$ cat src/rtl/tank_pkg.sv
// Shared types and constants for the tank motion engine: FSM states, key map,
// spawn positions and fixed-point widths.
package tank_pkg;

    typedef enum logic [2:0] {
        ST_IDLE,
        ST_ROT,
        ST_LUT,
        ST_MOVE,
        ST_WRITE
    } state_t;

    localparam int POS_INT_BITS  = 12;
    localparam int POS_FRAC_BITS = 8;
    localparam int POS_W         = POS_INT_BITS + POS_FRAC_BITS;
    localparam int SCREEN_W      = 10;
    localparam int LUT_W         = 9;
    localparam int TRIG_W        = 10;
    localparam int STEP_W        = 13;

    localparam int KEY_FWD   = 0;
    localparam int KEY_BACK  = 1;
    localparam int KEY_LEFT  = 2;
    localparam int KEY_RIGHT = 3;

    // Rows are tanks; columns are forward / back / left / right.
    localparam logic [7:0] KEY_TABLE [4][4] = '{
        '{8'h1A, 8'h16, 8'h04, 8'h07},
        '{8'h52, 8'h51, 8'h50, 8'h4F},
        '{8'h0C, 8'h0E, 8'h0D, 8'h0F},
        '{8'h60, 8'h5D, 8'h5C, 8'h5E}
    };

    localparam logic [SCREEN_W-1:0] START_X [4] = '{10'd80, 10'd560, 10'd320, 10'd320};
    localparam logic [SCREEN_W-1:0] START_Y [4] = '{10'd240, 10'd240, 10'd80, 10'd400};

    // A zero byte means "no key" in the HID report and must never match.
    function automatic logic key_pressed(input logic [31:0] snap, input logic [7:0] code);
        logic hit;
        hit = 1'b0;
        for (int b = 0; b < 4; b++) begin
            if (code != 8'h00 && snap[b*8 +: 8] == code) begin
                hit = 1'b1;
            end
        end
        return hit;
    endfunction

endpackage

$ cat src/rtl/tank_motion_engine_rom.sv
// Quarter-wave sine table, Q+1 entries scaled by 256, with a registered
// dual read so sin and cos magnitudes arrive together one cycle later.
module quarter_sine_rom
    import tank_pkg::*;
#(
    parameter int ANGLE_BITS = 6
) (
    input  logic                  Clk,
    input  logic                  Reset_n,
    input  logic [ANGLE_BITS-2:0] addr_a,
    input  logic [ANGLE_BITS-2:0] addr_b,
    output logic [LUT_W-1:0]      data_a,
    output logic [LUT_W-1:0]      data_b
);

    localparam int Q = 2 ** (ANGLE_BITS - 2);

    function automatic logic [LUT_W-1:0] sine_entry(input int k);
        real theta;
        theta = 3.141592653589793 * real'(k) / real'(2 * Q);
        return LUT_W'($rtoi(256.0 * $sin(theta) + 0.5));
    endfunction

    logic [LUT_W-1:0] rom_q [Q+1];

    for (genvar k = 0; k <= Q; k++) begin : g_entry
        localparam logic [LUT_W-1:0] ENTRY = sine_entry(k);
        assign rom_q[k] = ENTRY;
    end

    always_ff @(posedge Clk or negedge Reset_n) begin
        if (!Reset_n) begin
            data_a <= '0;
            data_b <= '0;
        end else begin
            data_a <= rom_q[addr_a];
            data_b <= rom_q[addr_b];
        end
    end

endmodule

$ cat src/rtl/tank_motion_engine.sv
// Time-multiplexed per-frame tank update: rotate, look up heading, step along
// it in 12.8 fixed point, clamp to the play field and commit.
//
//  state | meaning
//  IDLE  | waiting for a synchronised vs rising edge
//  ROT   | apply left/right keys to the current tank heading
//  LUT   | quarter-sine ROM address presented
//  MOVE  | signed sin/cos formed, unclamped position computed
//  WRITE | clamp and commit, then next tank or back to IDLE
module tank_motion_engine
    import tank_pkg::*;
#(
    parameter int N_TANKS    = 2,
    parameter int ANGLE_BITS = 6,
    parameter int SPEED      = 2,
    parameter int X_MIN      = 16,
    parameter int X_MAX      = 623,
    parameter int Y_MIN      = 16,
    parameter int Y_MAX      = 463
) (
    input  logic                  Clk,
    input  logic                  Reset_n,
    input  logic                  vs,
    input  logic [31:0]           keycode,
    output logic [SCREEN_W-1:0]   tank_x     [N_TANKS],
    output logic [SCREEN_W-1:0]   tank_y     [N_TANKS],
    output logic [ANGLE_BITS-1:0] tank_angle [N_TANKS],
    output logic                  busy,
    output logic                  done,
    output logic [7:0]            missed_frames
);

    localparam int IDX_W  = (N_TANKS > 1) ? $clog2(N_TANKS) : 1;
    localparam int Q      = 2 ** (ANGLE_BITS - 2);
    localparam int ADDR_W = ANGLE_BITS - 1;

    localparam logic [IDX_W-1:0]      LAST_IDX  = IDX_W'(N_TANKS - 1);
    localparam logic [ANGLE_BITS-1:0] HALF_TURN = ANGLE_BITS'(2 ** (ANGLE_BITS - 1));
    localparam logic [ADDR_W-1:0]     Q_ADDR    = ADDR_W'(Q);

    localparam logic signed [STEP_W-1:0]       SPEED_S = STEP_W'(SPEED);
    localparam logic signed [POS_INT_BITS-1:0] X_LO    = POS_INT_BITS'(X_MIN);
    localparam logic signed [POS_INT_BITS-1:0] X_HI    = POS_INT_BITS'(X_MAX);
    localparam logic signed [POS_INT_BITS-1:0] Y_LO    = POS_INT_BITS'(Y_MIN);
    localparam logic signed [POS_INT_BITS-1:0] Y_HI    = POS_INT_BITS'(Y_MAX);

    logic vs_meta, vs_sync, vs_prev, frame_req;

    state_t state, state_nxt;

    logic [IDX_W-1:0]           idx;
    logic [31:0]                snap;
    logic [ANGLE_BITS-1:0]      work_ang;
    logic signed [POS_W-1:0]    work_x, work_y;
    logic signed [POS_W-1:0]    pos_x [N_TANKS];
    logic signed [POS_W-1:0]    pos_y [N_TANKS];
    logic [ANGLE_BITS-1:0]      ang   [N_TANKS];

    logic key_fwd, key_back, key_left, key_right;
    logic [ANGLE_BITS-1:0] rot_ang;

    logic [1:0]           quad;
    logic [ADDR_W-1:0]    addr_i, addr_qi, addr_sin, addr_cos;
    logic [LUT_W-1:0]     rom_sin, rom_cos;

    logic signed [TRIG_W-1:0] sin_mag, cos_mag, sin_v, cos_v;
    logic signed [STEP_W-1:0] sin_ext, cos_ext, dx, dy, step_x, step_y;
    logic signed [POS_W-1:0]  step_x_ext, step_y_ext;

    logic signed [POS_INT_BITS-1:0] x_int, y_int;
    logic signed [POS_W-1:0]        clamp_x, clamp_y;

    always_ff @(posedge Clk or negedge Reset_n) begin
        if (!Reset_n) begin
            vs_meta <= 1'b0;
            vs_sync <= 1'b0;
            vs_prev <= 1'b0;
        end else begin
            vs_meta <= vs;
            vs_sync <= vs_meta;
            vs_prev <= vs_sync;
        end
    end

    assign frame_req = vs_sync & ~vs_prev;

    always_ff @(posedge Clk or negedge Reset_n) begin
        if (!Reset_n) state <= ST_IDLE;
        else          state <= state_nxt;
    end

    always_comb begin
        state_nxt = state;
        case (state)
            ST_IDLE:  if (frame_req) state_nxt = ST_ROT;
            ST_ROT:   state_nxt = ST_LUT;
            ST_LUT:   state_nxt = ST_MOVE;
            ST_MOVE:  state_nxt = ST_WRITE;
            ST_WRITE: state_nxt = (idx == LAST_IDX) ? ST_IDLE : ST_ROT;
            default:  state_nxt = ST_IDLE;
        endcase
    end

    assign busy = (state != ST_IDLE);

    always_comb begin
        key_fwd   = key_pressed(snap, KEY_TABLE[idx][KEY_FWD]);
        key_back  = key_pressed(snap, KEY_TABLE[idx][KEY_BACK]);
        key_left  = key_pressed(snap, KEY_TABLE[idx][KEY_LEFT]);
        key_right = key_pressed(snap, KEY_TABLE[idx][KEY_RIGHT]);

        rot_ang = ang[idx];
        if (key_left && !key_right)      rot_ang = ang[idx] + 1'b1;
        else if (key_right && !key_left) rot_ang = ang[idx] - 1'b1;
    end

    // Odd quadrants read the table mirrored, so sin and cos swap addresses.
    assign quad     = work_ang[ANGLE_BITS-1 -: 2];
    assign addr_i   = ADDR_W'(work_ang[ANGLE_BITS-3:0]);
    assign addr_qi  = Q_ADDR - addr_i;
    assign addr_sin = quad[0] ? addr_qi : addr_i;
    assign addr_cos = quad[0] ? addr_i  : addr_qi;

    quarter_sine_rom #(.ANGLE_BITS(ANGLE_BITS)) u_rom (
        .Clk     (Clk),
        .Reset_n (Reset_n),
        .addr_a  (addr_sin),
        .addr_b  (addr_cos),
        .data_a  (rom_sin),
        .data_b  (rom_cos)
    );

    always_comb begin
        sin_mag = {1'b0, rom_sin};
        cos_mag = {1'b0, rom_cos};
        sin_v   = quad[1] ? -sin_mag : sin_mag;
        cos_v   = (quad[1] ^ quad[0]) ? -cos_mag : cos_mag;
        sin_ext = {{(STEP_W-TRIG_W){sin_v[TRIG_W-1]}}, sin_v};
        cos_ext = {{(STEP_W-TRIG_W){cos_v[TRIG_W-1]}}, cos_v};
        dx      = SPEED_S * cos_ext;
        dy      = -(SPEED_S * sin_ext);

        step_x = '0;
        step_y = '0;
        if (key_fwd && !key_back) begin
            step_x = dx;
            step_y = dy;
        end else if (key_back && !key_fwd) begin
            step_x = -dx;
            step_y = -dy;
        end
        step_x_ext = {{(POS_W-STEP_W){step_x[STEP_W-1]}}, step_x};
        step_y_ext = {{(POS_W-STEP_W){step_y[STEP_W-1]}}, step_y};
    end

    always_comb begin
        x_int   = work_x[POS_W-1:POS_FRAC_BITS];
        y_int   = work_y[POS_W-1:POS_FRAC_BITS];
        clamp_x = work_x;
        clamp_y = work_y;
        if (x_int < X_LO)      clamp_x = {X_LO, {POS_FRAC_BITS{1'b0}}};
        else if (x_int > X_HI) clamp_x = {X_HI, {POS_FRAC_BITS{1'b0}}};
        if (y_int < Y_LO)      clamp_y = {Y_LO, {POS_FRAC_BITS{1'b0}}};
        else if (y_int > Y_HI) clamp_y = {Y_HI, {POS_FRAC_BITS{1'b0}}};
    end

    // Heading is staged in work_ang so every output of a tank moves together at WRITE.
    always_ff @(posedge Clk or negedge Reset_n) begin
        if (!Reset_n) begin
            idx      <= '0;
            snap     <= '0;
            work_ang <= '0;
            work_x   <= '0;
            work_y   <= '0;
            done     <= 1'b0;
            for (int t = 0; t < N_TANKS; t++) begin
                pos_x[t] <= {2'b00, START_X[t], {POS_FRAC_BITS{1'b0}}};
                pos_y[t] <= {2'b00, START_Y[t], {POS_FRAC_BITS{1'b0}}};
                ang[t]   <= (t % 2 == 1) ? HALF_TURN : '0;
            end
        end else begin
            done <= (state == ST_WRITE) && (idx == LAST_IDX);
            case (state)
                ST_IDLE: begin
                    if (frame_req) begin
                        snap <= keycode;
                        idx  <= '0;
                    end
                end
                ST_ROT: work_ang <= rot_ang;
                ST_MOVE: begin
                    work_x <= pos_x[idx] + step_x_ext;
                    work_y <= pos_y[idx] + step_y_ext;
                end
                ST_WRITE: begin
                    pos_x[idx] <= clamp_x;
                    pos_y[idx] <= clamp_y;
                    ang[idx]   <= work_ang;
                    if (idx != LAST_IDX) idx <= idx + 1'b1;
                end
                default: ;
            endcase
        end
    end

    always_ff @(posedge Clk or negedge Reset_n) begin
        if (!Reset_n) begin
            missed_frames <= '0;
        end else if (frame_req && busy && missed_frames != 8'hFF) begin
            missed_frames <= missed_frames + 8'd1;
        end
    end

    for (genvar t = 0; t < N_TANKS; t++) begin : g_out
        assign tank_x[t]     = pos_x[t][POS_FRAC_BITS +: SCREEN_W];
        assign tank_y[t]     = pos_y[t][POS_FRAC_BITS +: SCREEN_W];
        assign tank_angle[t] = ang[t];
    end

endmodule

$ cat config.mk
export PLATFORM = sky130hd
export DESIGN_NAME = tank_motion_engine
export DESIGN_NICKNAME = d
export VERILOG_FILES = /design/src/rtl/tank_pkg.sv /design/src/rtl/tank_motion_engine_rom.sv /design/src/rtl/tank_motion_engine.sv
export SDC_FILE = /design/constraint.sdc
export NUM_CORES = 1
export LEC_CHECK = 0
export ABC_AREA = 0
export BUFFER_PORTS_ARGS = -buffer_cell sky130_fd_sc_hd__buf_2
export CORE_MARGIN = 4
export CORE_UTILIZATION = 50
export CTS_CLUSTER_DIAMETER = 200
export DETAILED_ROUTE_END_ITERATION = 10
export PLACE_DENSITY = 0.72
export SLEW_MARGIN = 20
export SYNTH_ARGS = -nofsm -noshare
export SYNTH_HDL_FRONTEND = slang
export SYNTH_SLANG_ARGS = --single-unit
$ cat constraint.sdc
create_clock -name Clk -period 5.8 [get_ports Clk]
set_clock_uncertainty 0.05 [all_clocks]
set_input_delay 1.16 -clock Clk [delete_from_list [all_inputs] [get_ports Clk]]
set_output_delay 1.16 -clock Clk [all_outputs]
set_load 0.005 [all_outputs]
==> results of run 1 <==
[state kept, by name, summed over array words and instances, names as in the netlist, 8 cells and up]
signal and count:
missed_frames 8, tank_angle 12, pos_x 18, work_x 19, u_rom.data_a 9, tank_x 20
pos_y 18, tank_y 20, snap 32, work_y 19, u_rom.data_b 9
[worst reg2reg max path, stage by stage, from the launching register on]
cell and delay [ns]:
dfrtp_4 0.67, and3b_1 0.28, o21ai_1 0.20, a211oi_1 0.10, nor4_2 0.80, nor2_1 0.33, nor2_1 0.40, nor2_1 0.08
ha_1 0.24, a21o_1 0.18, a21o_1 0.21, a2111oi_0 0.69, nor4_1 0.19, o21bai_1 0.22, a21oi_1 0.13, o21a_1 0.20
o21a_1 0.16, o31ai_1 0.23
[placed cells by master (no fill, tap or decap), types with 8 or more instances in the layout]
cell type / n
a211oi_1: 10
a21o_1: 22
a21oi_1: 49
and2_1: 15
buf_2: 95
buf_4: 11
clkbuf_16: 17
dfrtp_1: 183
dfstp_2: 14
ha_1: 52
inv_1: 28
mux2_2: 78
mux2i_1: 11
nand2_1: 172
nand2b_1: 25
nand3_1: 27
nand3b_1: 10
nor2_1: 84
nor2b_1: 11
nor3_1: 21
nor3b_1: 10
o21a_1: 14
o21ai_0: 140
o22ai_1: 12
o31ai_1: 18
or3_1: 8
or4_1: 8
xnor2_1: 52
xor2_1: 41
[worst paths after layout]
path	startpoint	to	cells past startpoint
worst min-delay path	vs_meta	vs_sync	0
min in group asynchronous	Reset_n	snap[0]	1
worst max register to register	idx	work_y[16]	17
worst min register to register	vs_meta	vs_sync	0
worst max-delay path	idx	work_y[16]	17
max in group asynchronous	Reset_n	tank_x[16]	2
[metrics by stage]
stage	power, uW	setup WS [ns]	util
finish	6840	0.340	0.550
global route	7420	0.0228	0.550
CTS	6870	0.397	0.550
detailed placement	5680	0.480	0.527
global placement	5580	0.557	0.527
floorplan	4980	1.46	-
[layout make-up]
class	instances	area, um2	share of cell area
multi-input cells	1009	6780	0.505
flip-flops and latches	198	4980	0.371
repair buffers	107	572	0.0426
clock buffers	17	425	0.0317
well taps	324	405	0.0302
clock inverters	15	155	0.0116
inverters	30	113	0.00839
[timing repair]
item,CTS,global route
buffers inserted,0,0
gates resized for setup,0,1
setup endpoints to repair,0,2
hold buffers,0,0
hold endpoints to repair,0,0
[logic make-up (layout without fill, tap and decap cells)]
| group | Yosys count | after routing |
|---|---|---|
| xor+xnor | 96 | 96 |
| fa+ha+maj | 56 | 56 |
| flops | 198 | 198 |
| mux | 89 | 89 |
| simple gates | 438 | 438 |
| buf+inv | 135 | 169 |
| compound gates | 330 | 330 |
[routing by layer]
layer  global-route usage  vias to the layer above  wire length, um
met1                0.272                     4482            12700
met4               0.0495                        0              391
li1                     -                     4706                -
met5                    0                        -                0
met3               0.0331                       45              985
met2                0.314                      187            12500
[power by group]
part	leakage (uW)	internal, uW	total (uW)	switching [uW]
Clock	0.000288	579	1180	599
Sequential	0.00255	1840	2400	565
Combinational	0.00327	1400	3260	1860
==> impl_metrics.py, run 1 <==
metrics = {
    "outcome": {
        "status": "finished clean",
    },
    "final_layout": {
        "num-fill-cells": 2211,
        "design.final.nets": 1452,
        "area_growth_pct": 7.80,
        "stdcell_count": 1700,
        "final_design_area_no_fill_um2": 13400,
        "num_antenna_cells": 0,
        "post_route_cells_drive_above_1_share": 0.190,
    },
    "detailed_routing": {
        "route.final.wire_length_um": 26600,
        "drtAntennaViolNets": 0,
        "drt-pass1-iter-count": 7,
        "route.vias.total": 9420,
        "detail_route.drc_violations": 0,
        "dr.first_iter.drc_count": 751,
        "routed_vias_inst": 5.54,
        "post_drt_wl_per_cell_um": 15.6,
    },
    "floorplanning": {
        "placementRows": 57,
        "die_h_um": 166,
        "floorplan.initialDensity": 0.511,
        "pin_count": 97,
        "design.die.area_um2": 27500,
        "fp.coreArea_um2": 24400,
        "dieWidth_um": 166,
    },
    "critical_path": {
        "critPathBufInv": 0,
        "critical-path-top-delay-family": "compound AO/OA/AOI/OAI gates",
        "endpoint_arrival_time_on_the_critical_path_ns": 5.74,
        "critPathMostFrequentCell": "nor2_1",
        "end_kind": "flop",
        "timing.critical_path.cells": "and3b_1 -> o21ai_1 -> a211oi_1 -> nor4_2 -> nor2_1 -> nor2_1 -> nor2_1 -> ha_1 -> a21o_1 -> a21o_1 -> a2111oi_0 -> nor4_1 -> o21bai_1 -> a21oi_1 -> o21a_1 -> o21a_1 -> o31ai_1",
        "critical_path.max_stage_delay_ns": 0.80,
        "critPathRequiredTime_ns": 6.08,
        "crit_type": "flop to flop",
        "setup.reg_to_reg.worst_slack_ns": 0.34,
        "critical_path.max_fanout": 35,
        "critical-path-slowest-cell": "nor4_2",
        "setup.worst_path.start_class": "flop",
    },
    "logic_synthesis": {
        "synth_largest_type_area_fraction": 0.370,
        "asyncSetResetFlopFracSynth": 1.00,
        "cell_with_the_most_instances_after_synthesis": "dfrtp_1",
        "ys_ff_latch": 198,
        "yosysWarnings": 0,
        "postSynthNetCount": 1431,
        "ys_seq_area_frac": 0.399,
        "synth.top_cells.by_count": "dfrtp_1 (184), nand2_1 (173), o21ai_0 (140)",
        "synth_xor_area_frac": 0.0693,
        "share_of_the_synthesized_area_in_compound_gates_ao_oa_aoi_oai": 0.165,
        "synth_largest_area_cell": "dfrtp_1",
        "synth_enable_flop_cells": 0,
        "ys_dominant_reg_cell": "dfrtp_1",
        "synthCells": 1342,
        "syn-cell-area_um2": 12500,
        "yosys.area_share.simple": 0.173,
        "synth_fa_ha_area_frac": 0.0571,
        "avgSynthCellArea_um2": 9.28,
        "combinational_family_with_the_most_area_after_synthesis": "simple AND/OR/NAND/NOR gates",
        "post_synth_mux_area_share": 0.0794,
        "ys_top_cells_by_area": "dfrtp_1 (37%), mux2_2 (7.1%), o21ai_0 (5.6%)",
        "synthDistinctLibCells": 76,
    },
    "clock_network": {
        "clock_path_buffers": 2,
        "insertion_delay_ns": 0.44,
        "cts.sinks": 198,
        "cts-htree-levels": 4,
        "clkTransAtPathRegs_ns": 0.08,
        "cts.root.buffer_cell": "clkbuf_16",
        "tritoncts": "yes",
        "cts-buffers-inserted": 17,
    },
    "job": {
        "maxCapViolCount": 0,
    },
    "timing": {
        "final-max-slew-violation-count": 0,
        "worst_hold_slack_ns": 0.302,
        "final-setup-viol-count": 0,
        "layout_worst_path_cycle_share": 0.941,
        "finalWorstPathRequiredPeriod_ns": 5.46,
        "max_slew.worst_pin.slew_ns": 0.985,
        "fmax_mhz": 183,
        "rsz_0062_raised_after_global_routing": "false",
        "slew_headroom": 0.343,
        "hold_viol_final": 0,
        "setup_tns_ns": 0,
    },
    "placement": {
        "hpwl_um": 19000,
        "postPlaceCellArea_um2": 12800,
        "globalplace.congestion": 0.856,
        "port-buffer-count": 96,
        "dp_cells": 1668,
    },
    "min_path": {
        "min_path_type": "flop to flop",
    },
    "global_routing": {
        "grtUsageTotal": 0.194,
        "global_route_wire_length_before_repair_um": 45500,
        "number_of_global_route_vias_before_repair": 9126,
        "antenna_found_initial": 0,
        "global_route.overflow_total": 0,
        "grt_max_degree": 124,
    },
    "power_and_ir_drop": {
        "ir_worst_vdd_mv": 0.207,
        "cellPowerDensity_nw_per_um2": 509,
        "static-leakage-power_uw": 0.00610,
    },
}
Note: power is estimated with default switching activity, not from simulation.
==> run 2, diff against run 1 <==
==> constraint.sdc (replaced) <==
create_clock -name Clk -period 6 [get_ports Clk]
set_clock_uncertainty 0.05 [all_clocks]
set_input_delay 1.2 -clock Clk [delete_from_list [all_inputs] [get_ports Clk]]
set_output_delay 1.2 -clock Clk [all_outputs]
set_load 0.005 [all_outputs]
==> run 2 against run 1 <==
Hold slack gained 0.0014 ns. Critical path type unchanged. Highest routed layer unchanged. Combinational power down 4%. Sequential share of layout area fell by 0.052 points.
==> impl_metrics.py, run 2 (synthesized netlist as in run 1, its figures left out) <==
metrics = {
    "outcome": {
        "status": "finished clean",
    },
    "critical_path": {
        "critical_path.endpoint": "work_x[18]",
        "crit_path_start": "idx",
        "setup.worst_path.start_class": "flop",
        "critical-path-slowest-cell": "dfrtp_4",
        "setup.reg_to_reg.worst_slack_ns": 0.62,
        "critPathBufInv": 1,
        "critPathMostFrequentCell": "o21ai_0",
        "end_kind": "flop",
        "timing.critical_path.cells": "nor3b_1 -> o21ai_1 -> nor4b_1 -> or4_1 -> nand2b_1 -> buf_4 -> o31ai_2 -> ha_1 -> and3_1 -> a221oi_1 -> o21ai_0 -> a2111oi_0 -> a211oi_1 -> xnor2_1 -> o21ai_0",
        "regToRegEndpoint": "work_x[18]",
        "critPathRequiredTime_ns": 6.25,
        "crit_type": "flop to flop",
        "reg2regPathDepth": 15,
        "critical_path.max_fanout": 35,
        "critical-path-top-delay-family": "compound AO/OA/AOI/OAI gates",
        "critical_path.max_stage_delay_ns": 0.67,
        "crit-reg2reg-launch": "idx",
        "endpoint_arrival_time_on_the_critical_path_ns": 5.63,
        "critical_path_depth_in_cells": 15,
    },
    "clock_network": {
        "cts.root.buffer_cell": "clkbuf_16",
        "insertion_delay_ns": 0.44,
        "cts-htree-levels": 4,
        "clock_path_buffers": 2,
        "postCtsHoldBufs": 0,
        "clkTransAtPathRegs_ns": 0.08,
        "tritoncts": "yes",
        "post_cts_buffers": 0,
        "cts-buffers-inserted": 17,
        "ctsResizeCount": 0,
        "cts.sinks": 198,
    },
    "global_routing": {
        "number_of_global_route_vias_before_repair": 9128,
        "grtUsageTotal": 0.193,
        "grt_max_degree": 111,
        "global_route.overflow_total": 0,
        "antenna_found_initial": 0,
        "global_route_wire_length_before_repair_um": 45300,
    },
    "timing": {
        "rsz_0062_raised_after_global_routing": "false",
        "setup_tns_ns": 0,
        "fmax_mhz": 186,
        "hold_viol_final": 0,
        "max_slew.worst_pin.slew_ns": 0.939,
        "final-max-slew-violation-count": 0,
        "finalWorstPathRequiredPeriod_ns": 5.38,
        "layout_worst_path_cycle_share": 0.897,
        "final-setup-viol-count": 0,
        "slew_headroom": 0.370,
    },
    "detailed_routing": {
        "highest-signal-layer": "met4",
        "drt-pass1-iter-count": 5,
        "drt-met1-wl_um": 12300,
        "detail_route.drc_violations": 0,
        "met2WireLength_um": 12800,
        "post_drt_wl_per_cell_um": 15.5,
        "routed_vias_inst": 5.53,
        "drtAntennaViolNets": 0,
        "routed-wl-met3_um": 976,
        "route.final.wire_length_um": 26400,
        "dr.first_iter.drc_count": 705,
        "route.vias.total": 9402,
    },
    "floorplanning": {
        "die_h_um": 166,
        "placementRows": 57,
        "floorplan.initialDensity": 0.511,
        "dieWidth_um": 166,
        "pin_count": 97,
        "design.die.area_um2": 27500,
        "fp.coreArea_um2": 24400,
    },
    "min_path": {
        "min_path_type": "flop to flop",
    },
    "power_and_ir_drop": {
        "power.share.clock": 0.175,
        "intPower_uw": 3740,
        "net-switching-power_uw": 2880,
        "p_sw_frac": 0.435,
        "ir_worst_vdd_mv": 0.217,
        "pwr-share-seq": 0.350,
        "part_of_the_total_power_dissipated_in_combinational_logic": 0.475,
        "cellPowerDensity_nw_per_um2": 493,
        "static-leakage-power_uw": 0.00611,
    },
    "final_layout": {
        "stdcell_count": 1699,
        "layout_commonest_cell": "dfrtp_1",
        "most-common-layout-cells": "dfrtp_1 (183), nand2_1 (172), o21ai_0 (140), buf_2 (95), nor2_1 (84)",
        "final_design_area_no_fill_um2": 13400,
        "post_route_cells_drive_above_1_share": 0.188,
        "num_antenna_cells": 0,
        "area_growth_pct": 7.95,
        "design.final.nets": 1451,
        "largest-register": "snap",
        "number_of_flip_flops_in_the_largest_register": 32,
    },
    "job": {
        "maxCapViolCount": 0,
    },
    "placement": {
        "postPlaceCellArea_um2": 12800,
        "hpwl_um": 18900,
        "port-buffer-count": 96,
        "globalplace.congestion": 0.844,
        "dp_cells": 1667,
    },
}
## run 2: cell types whose count changed in the layout (fill, tap and decap cells not counted), moves of 2 or more
cell	before	now
clkbuf_8	1	3
inv_8	5	3
buf_4	11	9
inv_6	4	2
## run 2: worst register-to-register path, stage by stage (launching register included)
cell and delay [ns]:
dfrtp_4 0.67, nor3b_1 0.27, o21ai_1 0.10, nor4b_1 0.44, or4_1 0.44, nand2b_1 0.24
buf_4 0.23, o31ai_2 0.67, ha_1 0.42, and3_1 0.23, a221oi_1 0.25, o21ai_0 0.17
a2111oi_0 0.64, a211oi_1 0.18, xnor2_1 0.17, o21ai_0 0.08
## run 2: cell type report
type	instances	area, um2
repair buffers	106	577
well taps	324	405
clock inverters	12	138
inverters	30	113
fillers	2233	10900
multi-input cells	1009	6780
clock buffers	20	457
flip-flops and latches	198	4980
## run 2: worst min-delay path by stage
stage               depth (start not counted)       to  startpoint  slack [ns]
floorplan                                   0  vs_sync     vs_meta        0.28
global placement                            0  vs_sync     vs_meta        0.29
detailed placement                          0  vs_sync     vs_meta        0.29
CTS                                         0  vs_sync     vs_meta        0.31
global route                                0  vs_sync     vs_meta        0.32
finish                                      0  vs_sync     vs_meta        0.30
## run 2: metrics by stage
step | setup WS (ns) | hold WS [ns] | util | total power, uW
finish | 0.619 | 0.303 | 0.551 | 6620
global placement | 0.743 | 0.286 | 0.527 | 5390
global route | 0.0947 | 0.324 | 0.551 | 7190
detailed placement | 0.675 | 0.289 | 0.527 | 5480
floorplan | 1.66 | 0.281 | - | 4810
CTS | 0.663 | 0.308 | 0.551 | 6660
## run 2: power groups by stage
stage | clock (uW) | sequential [uW] | combinational, uW
6_report | 1160 | 2320 | 3140
3_3_place_gp | 0 | 2320 | 3070
2_1_floorplan | 0 | 2090 | 2730
3_5_place_dp | 0 | 2340 | 3140
4_1_cts | 1190 | 2320 | 3160
5_1_grt | 1250 | 2400 | 3540
## run 2: layer usage
metal  vias to the layer above  GRT usage
met4                         0     0.0473
met1                      4491      0.264
met3                        20     0.0314
li1                       4717          -
met5                         -          0
met2                       174      0.323
